`config.mk`:
```
export PLATFORM = sky130hd
export DESIGN_NAME = calc_n_core
export DESIGN_NICKNAME = d
export VERILOG_FILES = /design/src/rtl/calc_n_pkg.sv /design/src/rtl/calc_n_port_queue.sv /design/src/rtl/calc_n_core.sv
export SDC_FILE = /design/constraint.sdc
export NUM_CORES = 1
export LEC_CHECK = 0
export BUFFER_PORTS_ARGS = -buffer_cell sky130_fd_sc_hd__buf_2
export CORE_MARGIN = 2
export CORE_UTILIZATION = 40
export CTS_CLUSTER_DIAMETER = 60
export CTS_CLUSTER_SIZE = 30
export DETAILED_ROUTE_END_ITERATION = 10
export PLACE_DENSITY = 0.57
export REMOVE_ABC_BUFFERS = 1
export SYNTH_ARGS = -nofsm -noshare
export SYNTH_HDL_FRONTEND = slang
export SYNTH_SLANG_ARGS = --single-unit
```
`constraint.sdc`:
```
create_clock -name c_clk -period 12.1 [get_ports c_clk]
set_input_delay 1.21 -clock c_clk [delete_from_list [all_inputs] [get_ports c_clk]]
set_output_delay 1.21 -clock c_clk [all_outputs]
set_load 0.005 [all_outputs]
```
`src/rtl/calc_n_pkg.sv`:
```
// Shared opcodes, response codes, capture states and the default-width request layout
// for the calc_n calculator family.
package calc_n_pkg;

  localparam logic [3:0] NO_OP = 4'b0000;
  localparam logic [3:0] ADD   = 4'b0001;
  localparam logic [3:0] SUB   = 4'b0010;
  localparam logic [3:0] MUL   = 4'b0011;
  localparam logic [3:0] SHL   = 4'b0101;
  localparam logic [3:0] SHR   = 4'b0110;

  localparam logic [1:0] NO_RESP = 2'b00;
  localparam logic [1:0] OK      = 2'b01;
  localparam logic [1:0] IN_ERR  = 2'b10;
  localparam logic [1:0] INT_ERR = 2'b11;

  localparam int CALC_DATA_W = 32;

  typedef struct packed {
    logic [3:0]             cmd;
    logic [CALC_DATA_W-1:0] op1;
    logic [CALC_DATA_W-1:0] op2;
  } calc_req_t;

  typedef enum logic {
    CAP_IDLE,
    CAP_OP2
  } cap_state_t;

endpackage

```
`src/rtl/calc_n_port_queue.sv`:
```
// One request port: two-cycle command capture, request FIFO and the sticky
// one-deep overflow flag reported back through the core's output slot.
module calc_n_port_queue
  import calc_n_pkg::*;
#(
  parameter int DATA_W      = 32,
  parameter int QUEUE_DEPTH = 2
) (
  input  logic              clk,
  input  logic              rst_n,
  input  logic [3:0]        cmd,
  input  logic [DATA_W-1:0] data,
  input  logic              pop,
  input  logic              err_ack,
  output logic              empty,
  output logic              full,
  output logic              err_pending,
  output logic [3:0]        head_cmd,
  output logic [DATA_W-1:0] head_op1,
  output logic [DATA_W-1:0] head_op2
);

  localparam int AW = $clog2(QUEUE_DEPTH);
  localparam int CW = AW + 1;
  localparam logic [AW-1:0] PTR_ONE  = AW'(1);
  localparam logic [CW-1:0] CNT_ONE  = CW'(1);
  localparam logic [CW-1:0] CNT_FULL = CW'(QUEUE_DEPTH);

  typedef struct packed {
    logic [3:0]        cmd;
    logic [DATA_W-1:0] op1;
    logic [DATA_W-1:0] op2;
  } req_t;

  cap_state_t        state, state_nxt;
  logic              push_req, accept, drop;
  logic [3:0]        cmd_lat;
  logic [DATA_W-1:0] op1_lat;
  req_t              mem [QUEUE_DEPTH];
  logic [AW-1:0]     wr_ptr, rd_ptr;
  logic [CW-1:0]     count;

  always_ff @(posedge clk or negedge rst_n) begin
    if (!rst_n) state <= CAP_IDLE;
    else        state <= state_nxt;
  end

  always_comb begin
    state_nxt = state;
    push_req  = 1'b0;
    case (state)
      CAP_IDLE: if (cmd != NO_OP) state_nxt = CAP_OP2;
      CAP_OP2: begin
        push_req  = 1'b1;
        state_nxt = CAP_IDLE;
      end
      default: state_nxt = CAP_IDLE;
    endcase
  end

  always_ff @(posedge clk) begin
    if (state == CAP_IDLE && cmd != NO_OP) begin
      cmd_lat <= cmd;
      op1_lat <= data;
    end
  end

  // A pop in the same cycle frees the slot, so a push at full still lands.
  assign full   = (count == CNT_FULL);
  assign empty  = (count == '0);
  assign accept = push_req && (!full || pop);
  assign drop   = push_req && !accept;

  always_ff @(posedge clk) begin
    if (accept) mem[wr_ptr] <= '{cmd: cmd_lat, op1: op1_lat, op2: data};
  end

  always_ff @(posedge clk or negedge rst_n) begin
    if (!rst_n) begin
      wr_ptr      <= '0;
      rd_ptr      <= '0;
      count       <= '0;
      err_pending <= 1'b0;
    end else begin
      if (accept) wr_ptr <= wr_ptr + PTR_ONE;
      if (pop)    rd_ptr <= rd_ptr + PTR_ONE;
      case ({accept, pop})
        2'b10:   count <= count + CNT_ONE;
        2'b01:   count <= count - CNT_ONE;
        default: count <= count;
      endcase
      err_pending <= (err_pending && !err_ack) || drop;
    end
  end

  assign head_cmd = mem[rd_ptr].cmd;
  assign head_op1 = mem[rd_ptr].op1;
  assign head_op2 = mem[rd_ptr].op2;

endmodule

```
`src/rtl/calc_n_core.sv`:
```
// Multi-port calculator core: per-port request queues, round-robin arbiter and a shared
// 2-stage ALU with routed responses. Define CALC_MUL_EN to enable opcode 0011 (multiply).
module calc_n_core
  import calc_n_pkg::*;
#(
  parameter int NUM_PORTS   = 4,
  parameter int DATA_W      = 32,
  parameter int QUEUE_DEPTH = 2
) (
  input  logic                        c_clk,
  input  logic                        reset,
  input  logic [4*NUM_PORTS-1:0]      req_cmd_in,
  input  logic [DATA_W*NUM_PORTS-1:0] req_data_in,
  output logic [2*NUM_PORTS-1:0]      out_resp,
  output logic [DATA_W*NUM_PORTS-1:0] out_data,
  output logic [NUM_PORTS-1:0]        queue_full
);

  localparam int PW  = $clog2(NUM_PORTS);
  localparam int SHW = $clog2(DATA_W);
  localparam logic [PW-1:0] LAST_PORT = PW'(NUM_PORTS - 1);
  localparam logic [PW-1:0] PORT_ONE  = PW'(1);

  function automatic logic [DATA_W+1:0] alu(input logic [3:0] op,
                                            input logic [DATA_W-1:0] a,
                                            input logic [DATA_W-1:0] b);
    logic [DATA_W:0]   sum;
    logic [SHW-1:0]    sh;
`ifdef CALC_MUL_EN
    logic [2*DATA_W-1:0] prod;
    prod = {{DATA_W{1'b0}}, a} * {{DATA_W{1'b0}}, b};
`endif
    sum = {1'b0, a} + {1'b0, b};
    sh  = b[SHW-1:0];
    alu = {IN_ERR, {DATA_W{1'b0}}};
    case (op)
      ADD: if (!sum[DATA_W]) alu = {OK, sum[DATA_W-1:0]};
      SUB: if (b <= a)       alu = {OK, a - b};
`ifdef CALC_MUL_EN
      MUL: if (prod[2*DATA_W-1:DATA_W] == '0) alu = {OK, prod[DATA_W-1:0]};
`endif
      SHL: alu = {OK, a << sh};
      SHR: alu = {OK, a >> sh};
      default: ;
    endcase
  endfunction

  logic [NUM_PORTS-1:0] empty, pop, err_pending, err_ack, alu_slot;
  logic [3:0]           head_cmd [NUM_PORTS];
  logic [DATA_W-1:0]    head_op1 [NUM_PORTS];
  logic [DATA_W-1:0]    head_op2 [NUM_PORTS];

  logic [PW-1:0]        rr_ptr, grant_idx, cand;
  logic                 grant_vld;

  logic                 vld_p1, vld_p2;
  logic [3:0]           cmd_p1;
  logic [DATA_W-1:0]    op1_p1, op2_p1, data_p2;
  logic [PW-1:0]        port_p1, port_p2;
  logic [1:0]           resp_p2;

  for (genvar p = 0; p < NUM_PORTS; p++) begin : g_port
    calc_n_port_queue #(
      .DATA_W      (DATA_W),
      .QUEUE_DEPTH (QUEUE_DEPTH)
    ) u_queue (
      .clk         (c_clk),
      .rst_n       (reset),
      .cmd         (req_cmd_in[4*p +: 4]),
      .data        (req_data_in[DATA_W*p +: DATA_W]),
      .pop         (pop[p]),
      .err_ack     (err_ack[p]),
      .empty       (empty[p]),
      .full        (queue_full[p]),
      .err_pending (err_pending[p]),
      .head_cmd    (head_cmd[p]),
      .head_op1    (head_op1[p]),
      .head_op2    (head_op2[p])
    );
    assign alu_slot[p] = vld_p2 && (port_p2 == PW'(p));
    assign err_ack[p]  = err_pending[p] && !alu_slot[p];
  end

  always_comb begin
    grant_vld = 1'b0;
    grant_idx = '0;
    cand      = '0;
    pop       = '0;
    for (int i = 0; i < NUM_PORTS; i++) begin
      cand = PW'((int'(rr_ptr) + i) % NUM_PORTS);
      if (!grant_vld && !empty[cand]) begin
        grant_vld = 1'b1;
        grant_idx = cand;
      end
    end
    if (grant_vld) pop[grant_idx] = 1'b1;
  end

  always_ff @(posedge c_clk or negedge reset) begin
    if (!reset) begin
      rr_ptr <= '0;
      vld_p1 <= 1'b0;
      vld_p2 <= 1'b0;
    end else begin
      if (grant_vld) rr_ptr <= (grant_idx == LAST_PORT) ? '0 : grant_idx + PORT_ONE;
      vld_p1 <= grant_vld;
      vld_p2 <= vld_p1;
    end
  end

  // Stage 1: operands and originating port of the granted request
  always_ff @(posedge c_clk) begin
    if (grant_vld) begin
      cmd_p1  <= head_cmd[grant_idx];
      op1_p1  <= head_op1[grant_idx];
      op2_p1  <= head_op2[grant_idx];
      port_p1 <= grant_idx;
    end
  end

  // Stage 2: ALU result
  always_ff @(posedge c_clk) begin
    if (vld_p1) begin
      {resp_p2, data_p2} <= alu(cmd_p1, op1_p1, op2_p1);
      port_p2            <= port_p1;
    end
  end

  // Output stage: an ALU response owns the slot; a pending overflow waits for a free cycle
  always_ff @(posedge c_clk or negedge reset) begin
    if (!reset) begin
      out_resp <= '0;
      out_data <= '0;
    end else begin
      for (int p = 0; p < NUM_PORTS; p++) begin
        if (alu_slot[p]) begin
          out_resp[2*p +: 2]           <= resp_p2;
          out_data[DATA_W*p +: DATA_W] <= data_p2;
        end else if (err_pending[p]) begin
          out_resp[2*p +: 2]           <= INT_ERR;
          out_data[DATA_W*p +: DATA_W] <= '0;
        end else begin
          out_resp[2*p +: 2]           <= NO_RESP;
        end
      end
    end
  end

endmodule

```
-- Word-level counts from Yosys, hierarchy flattened
Memory sizes are Yosys's and may differ from the RTL's.
Index checks and enable logic that the tools add are counted.
- reductions and logical operators: 74
- shifts and indexed selects: 2
- multiplexer cells: 72
- multipliers: 0
- divide/modulo/power cells: 0
- equal/unequal tests: 20
- order comparisons: 8
- bitwise gates (word level): 5
- $add $sub $neg: 22
- operator list (operator ; number):
    $mux 32 ; 12
    $pmux 34 s4 ; 1
    $bmux 32 s2 ; 2
    $mux 34 ; 2
    $add 32x32->33 ; 1
    $le 32x32->1 ; 1
    $shl 32x5->32 ; 1
    $shr 32x5->32 ; 1
    $sub 32x32->32 ; 1
    $logic_and 1x1->1 ; 28
    $mux 2 ; 13
    $mux 1 ; 25
    $eq 2x2->1 const B ; 11
    $logic_not 1->1 ; 21
    $pmux 2 s2 ; 4
    $reduce_bool 2->1 ; 8
    $reduce_bool 4->1 ; 4
    $lt 2x3->1 const B ; 5
    $add 2x1->2 const B ; 6
    $mux 4 ; 3
    $eq 2x1->1 const B ; 5
    $logic_not 2->1 ; 5
    $add 1x1->1 const B ; 8
    $bmux 1 s2 ; 4
    13 further kinds ; 31
- ROM bits: 0
- word-level logic and storage cells: 250
- register bits: 414
- bits in latches: 0
- output and inout port bits: 140
- bits of input ports: 146
- bits in writable memories: 544
- memories kept: 4
- memory list (name ; depth ; width ; read ports ; clocked after memory_dff ; write ports ; line ; source):
    g_port[0].u_queue.mem ; 2 ; 68 ; 1 ; 0 ; 1 ; calc_n_port_queue.sv:39 ; req_t mem [QUEUE_DEPTH];
    g_port[1].u_queue.mem ; 2 ; 68 ; 1 ; 0 ; 1 ; calc_n_port_queue.sv:39 ;
    g_port[2].u_queue.mem ; 2 ; 68 ; 1 ; 0 ; 1 ; calc_n_port_queue.sv:39 ;
    g_port[3].u_queue.mem ; 2 ; 68 ; 1 ; 0 ; 1 ; calc_n_port_queue.sv:39 ;

-- Logic depth before layout (Yosys ltp)
- depth after elaboration: 22
- gate-level depth with buffers: 18
- mapped depth without buffers: 13

-- Modules after synthesis
From an unflattened synthesis, not the netlist that was laid out.
- cells, all modules: 3410
- area, all modules: 43449.2 um2
- by module, submodules not included (module ; seq. area each (um2) ; cells each ; area an instance (um2) ; times used):
    calc_n_port_queue (g_port[1].u_queue ...) ; 5315.1 ; 275 ; 6307.3 ; 3
    calc_n_core ; 6686.4 ; 2308 ; 18222.5 ; 1
    calc_n_port_queue (g_port[0].u_queue) ; 5315.1 ; 277 ; 6304.8 ; 1

-- Worst setup path after synthesis
OpenSTA, ideal clock, no wires.
- path kind: register to register
- from: register g_port[2].u_queue.count[0]
- to: memory g_port[1].u_queue.mem[0][0] (netlist bit), enable pin
- library setup time: 0.495 ns
- stages on the path, launching flop included: 13
- period minus slack after synthesis: 5.739 ns
- buffers on the path: 3
- required time: 11.605 ns
- arrival time: 5.244 ns
- setup slack: 6.361 ns
- cells stage by stage: dfrtp_1 nor2_1 o32a_1 o21ai_0 a21oi_1 clkbuf_1 clkbuf_1 clkbuf_1 ha_1 inv_1 nand2_1 nand2_1 nor2_1
- longest elaborated chain between the ends: 21
- elaborated cells between the ends (all ways): 35
- those cells by class: order compare: 2; mux: 21; reduce/logical: 12
- ends and longest elaborated chain (element ; line ; source):
    from (decl) ; calc_n_port_queue.sv:41 ; logic [CW-1:0] count;
    from (signal assigned) ; calc_n_port_queue.sv:88 ; 2'b10: count <= count + CNT_ONE;
    from (signal assigned) ; calc_n_port_queue.sv:89 ; 2'b01: count <= count - CNT_ONE;
    from (signal assigned) ; calc_n_port_queue.sv:90 ; default: count <= count;
    $logic_not 2->1 (*) ; calc_n_port_queue.sv:70 ; assign empty = (count == '0);
    $bmux 1 s2 ; calc_n_core.sv:91 ; if (!grant_vld && !empty[cand]) begin
    $mux 1 (not written as such) ; calc_n_core.sv:91 ;
    $logic_not 1->1 ; calc_n_core.sv:91 ;
    $logic_and 1x1->1 ; calc_n_core.sv:91 ;
    $mux 1 ; calc_n_core.sv:91 ;
    $logic_not 1->1 ; calc_n_core.sv:91 ;
    $logic_and 1x1->1 ; calc_n_core.sv:91 ;
    (+4 left out) ; n/a ;
    named net grant_idx[0] ; calc_n_core.sv:53 ; logic [PW-1:0] rr_ptr, grant_idx, cand;
    (+1 left out) ; n/a ;
    $logic_and 1x1->1 (not written as such) ; calc_n_core.sv:96 ; if (grant_vld) pop[grant_idx] = 1'b1;
    $mux 1 (not written as such) ; calc_n_core.sv:96 ;
    $demux 1 s2 (*) ; calc_n_core.sv:96 ;
    $mux 4 (*) ; calc_n_core.sv:96 ;
    $logic_or 1x1->1 (*) ; calc_n_port_queue.sv:71 ; assign accept = push_req && (!full || pop);
    $logic_and 1x1->1 (*) ; calc_n_port_queue.sv:71 ;
    $mux 1 (*) ; calc_n_port_queue.sv:75 ; if (accept) mem[wr_ptr] <= '{cmd: cmd_lat, op1: op1_lat, op2: data};
    $mux 1 (not written as such) (*) ; calc_n_port_queue.sv:75 ;
    to (decl) ; calc_n_port_queue.sv:39 ;
Mark *: on every way through the listed nets, which the timed path passes. The rest lies on a longest branch. The select of a mux whose other input is x is not followed.

-- Final worst setup path
- from: register op2_p1[1]
- to: register data_p2[2] (data pin)
- longest elaborated chain between the ends: 3
- elaborated cells between the ends (all ways): 8
- those cells by class: add/sub: 2; order compare: 1; shift: 2; mux: 3
- ends and longest elaborated chain (element ; line ; source):
    from (decl) ; calc_n_core.sv:58 ; logic [DATA_W-1:0] op1_p1, op2_p1, data_p2;
    from (signal assigned) ; calc_n_core.sv:116 ; op2_p1 <= head_op2[grant_idx];
    $sub 32x32->32 (tied with other cells) ; calc_n_core.sv:38 ; SUB: if (b <= a) alu = {OK, a - b};
    $mux 34 (on tied branches) ; calc_n_core.sv:38, calc_n_core.sv:37 ;
    $pmux 34 s4 (*) ; calc_n_core.sv:36 ; case (op)
    to (signal assigned) ; calc_n_core.sv:124 ; {resp_p2, data_p2} <= alu(cmd_p1, op1_p1, op2_p1);
    to (decl) ; calc_n_core.sv:58 ;
Mark *: on every way between the ends. The rest lies on a longest branch, timed or not.
A chain may end at the register's enable or synchronous reset.

==> flow_metrics.py <==
metrics = {
    "clock_tree": {
        "cts_buffers": 85,
        "clk-insertion-delay-late_ns": 0.67,
        "cts_hold_buf": 0,
        "clkSlewWorstSetupHoldPaths_ns": 0.08,
        "cts_repair_resize_count": 0,
        "cts_tree": "yes",
        "clock-sinks": 958,
        "cts_setup_buffers": 0,
        "cts_root_buf": "clkbuf_16",
        "clk_path_buf_depth": 3,
        "cts.htree.levels": 3,
    },
    "min_path": {
        "hold_class": "reg2reg",
    },
    "grt": {
        "grt_max_degree": 148,
        "met1_usage_pct": 30.49,
        "met3_usage_pct": 3.882,
        "track_usage_pct": 21.78,
        "top_usage_layer": "met2",
        "globalRoute.totalOverflow": 0,
        "grt_pass1_vias": 26852,
        "antenna_found_initial": 9,
        "grt_pass1_wl_um": 178500,
        "gr-usage-met2_pct": 35.80,
    },
    "synthesis": {
        "synthAdderAreaFrac_pct": 2.110,
        "synth_top_family_by_area": "compound AO/OA/AOI/OAI gates",
        "synthMuxAreaShare_pct": 9.355,
        "synth_xor_area_share_pct": 0.3273,
        "synth_edf_count": 794,
        "synthesis.area_mm2": 0.04281,
        "ys_types": 84,
        "synth_compound_area_share_pct": 10.83,
        "synthArstFlopShare_pct": 17.12,
        "yosys.cell_count.top_type": "edfxtp_1",
        "yosys_warnings": 0,
        "synth_cells": 3303,
        "yosysSeqAreaShare_pct": 65.28,
        "synth_area_leader_cell": "edfxtp_1",
        "synth-simple-area-share_pct": 9.425,
        "synthTopCellsByCount": "794 x edfxtp_1, 437 x nand2_1, 290 x o21ai_0",
        "synth_ff_type": "edfxtp_1",
        "synth_top_area_share_pct": 55.69,
        "syn_area_per_cell_um2": 12.96,
        "yosys_register_bits": 958,
        "synth_area_leaders": "edfxtp_1 56%, dfrtp_1 9.6%, mux2i_1 4.5%",
    },
    "power_and_ir_drop": {
        "clkPwrFrac_pct": 19.1,
        "p_switching_w": 0.006701,
        "p_per_area_mw_per_mm2": 316.3,
        "p_int_w": 0.008733,
        "power_frac_comb_pct": 44.5,
        "vdd_drop_max_v": 0.0002264,
        "p_leak_nw": 18.60,
        "power_frac_seq_pct": 36.4,
        "sw_frac_of_total_pct": 43.42,
    },
    "timing": {
        "setup_viol": 0,
        "slew_viol_final": 0,
        "finalHoldViolCount": 0,
        "period_minus_slack_ns": 5.132,
        "relSlewSlack_pct": 12.15,
        "fin_skew_ns": 0.02823,
        "max_freq_mhz": 194.9,
        "hold_ws_ns": 0.4217,
        "worst_slew_pin_slew_ns": 1.308,
        "rsz0062_at_grt": "no",
        "finalCritPeriodShare_pct": 42.41,
    },
    "layout": {
        "layout-drive-gt1-share_pct": 20.14,
        "fillers": 9638,
        "design_area_mm2": 0.04879,
        "antenna-diode-count": 0,
        "nets": 3731,
        "syn_to_final_growth_pct": 13.96,
        "utilization_pct": 45.77,
    },
    "flow_run": {
        "maxCapViolCount": 0,
    },
    "drt": {
        "viasPerCell": 5.524,
        "drt_first_pass_iters": 5,
        "wl_per_cell_um": 24.26,
        "drt_wl_total_um": 121000,
        "vias": 27552,
        "antenna_left": 0,
        "dr.first_iter.drc_count": 2462,
        "drc_errors": 0,
    },
    "die": {
        "ios": 286,
        "core-area_mm2": 0.1066,
        "start_util_pct": 40.16,
        "die_w_um": 331.2,
        "die_area_mm2": 0.1097,
        "rows": 120,
        "die_y_um": 331.2,
    },
    "place": {
        "globalplace.congestion": 0.9648,
        "hpwl_um": 81420,
        "placed_area_mm2": 0.04569,
        "portBuffers": 285,
    },
    "critical_path": {
        "cp.required_ns": 12.51,
        "crit_path_end_kind": "flop",
        "cp.arrival_ns": 5.55,
        "critPathKind": "reg2reg",
        "cp-start-kind": "flop",
        "path_max_fanout": 24,
    },
    "run_status": {
        "status": "completed",
    },
}
[worst max-delay path, cell delays in order (launching register included)]
cell and delay, ns:
edfxtp_1 0.76, inv_1 0.08, buf_4 0.25, fa_1 0.48, o21bai_2 0.19, a21oi_2 0.11, o311ai_2 0.30, a21oi_2 0.18
a2111oi_2 0.49, nor3_2 0.15, nor3_4 0.61, or2_2 0.65, o221ai_1 0.24, a221o_1 0.37
[area by class of cell]
| type | count | area, µm² | share of cell area (%) |
|---|---|---|---|
| flip-flops and latches | 958 | 27960 | 57.31 |
| well taps | 1403 | 1755 | 3.598 |
| multi-input cells | 2056 | 13860 | 28.40 |
| repair buffers | 335 | 1821 | 3.731 |
| clock inverters | 63 | 810.8 | 1.662 |
| inverters | 78 | 292.8 | 0.6001 |
| clock buffers | 95 | 2292 | 4.698 |
[power by group through the flow]
stage / clock, W / sequential [W] / combinational [W]
2_1_floorplan: 0 / 0.00560 / 0.00439
3_3_place_gp: 0 / 0.00565 / 0.00688
3_5_place_dp: 0 / 0.00568 / 0.00686
4_1_cts: 0.00303 / 0.00561 / 0.00689
5_1_grt: 0.00315 / 0.00572 / 0.00754
6_report: 0.00295 / 0.00561 / 0.00687
[stage by stage]
step	setup TNS, ns	total power, W	setup slack (ns)	std cells
floorplan	-565.39	0.009991	-2.314	3092
CTS	0	0.01554	7.020	4988
detailed placement	0	0.01255	7.043	4830
global placement	0	0.01253	7.127	4830
global route	0	0.01641	6.656	4988
finish	0	0.01543	6.968	4988
[worst paths after layout]
check | startpoint | end | slack, ns | cells past startpoint
max reg2reg | op2_p1[1] | data_p2[2] | 6.97 | 13
max | op2_p1[1] | data_p2[2] | 6.97 | 13
min in group asynchronous | reset | out_data[20] | 0.67 | 1
min reg2reg | port_p1[0] | port_p2[0] | 0.42 | 0
max in group asynchronous | reset | g_port[1].u_queue.rd_ptr | 9.96 | 2
min | port_p1[0] | port_p2[0] | 0.42 | 0
[kinds of logic after synthesis]
group | count (synthesis)
adders and majority gates | 71
AOI/OAI and AO/OA | 737
xor gates and xnor gates | 16
and+or+nand+nor | 871
muxes | 361
DFF | 958
buffers and inverters | 289
[placed cells by master, fill, tap and decap left out, drive strengths merged, types with 80 or more instances in the layout]
cell,n
a21oi,138
buf,335
clkbuf,95
dfrtp,164
edfxtp,794
inv,115
mux2,153
mux2i,192
nand2,437
nand2b,84
nor2,162
o211ai,80
o21ai,295
[registers in the layout (all words and copies together) (netlist names)]
| signal | cells |
|---|---|
| cmd_p1 | 4 |
| resp_p2 | 2 |
| port_p1 | 2 |
| g_port.u_queue.count | 8 |
| g_port.u_queue.rd_ptr | 4 |
| op1_p1 | 32 |
| rr_ptr | 2 |
| port_p2 | 2 |
| op2_p1 | 32 |
| g_port.u_queue.cmd_lat | 16 |
| vld_p1 | 1 |
| g_port.u_queue.op1_lat | 128 |
| out_data | 128 |
| g_port.u_queue.state | 4 |
| g_port.u_queue.wr_ptr | 4 |
| data_p2 | 32 |
| g_port.u_queue.err_pending | 4 |
| vld_p2 | 1 |
| g_port.u_queue.mem | 544 |
| out_resp | 8 |
[routing by layer]
| metal | vias to the layer above | part of all wire [%] | routed length [µm] |
|---|---|---|---|
| met2 | 788 | 48 | 57480 |
| li1 | 12765 | - | - |
| met1 | 13840 | 45 | 54770 |
| met4 | 12 | 1.7 | 2041 |
| met5 | - | 0.060 | 73 |
| met3 | 147 | 5.5 | 6612 |
Note: power is estimated with default switching activity, not from simulation.
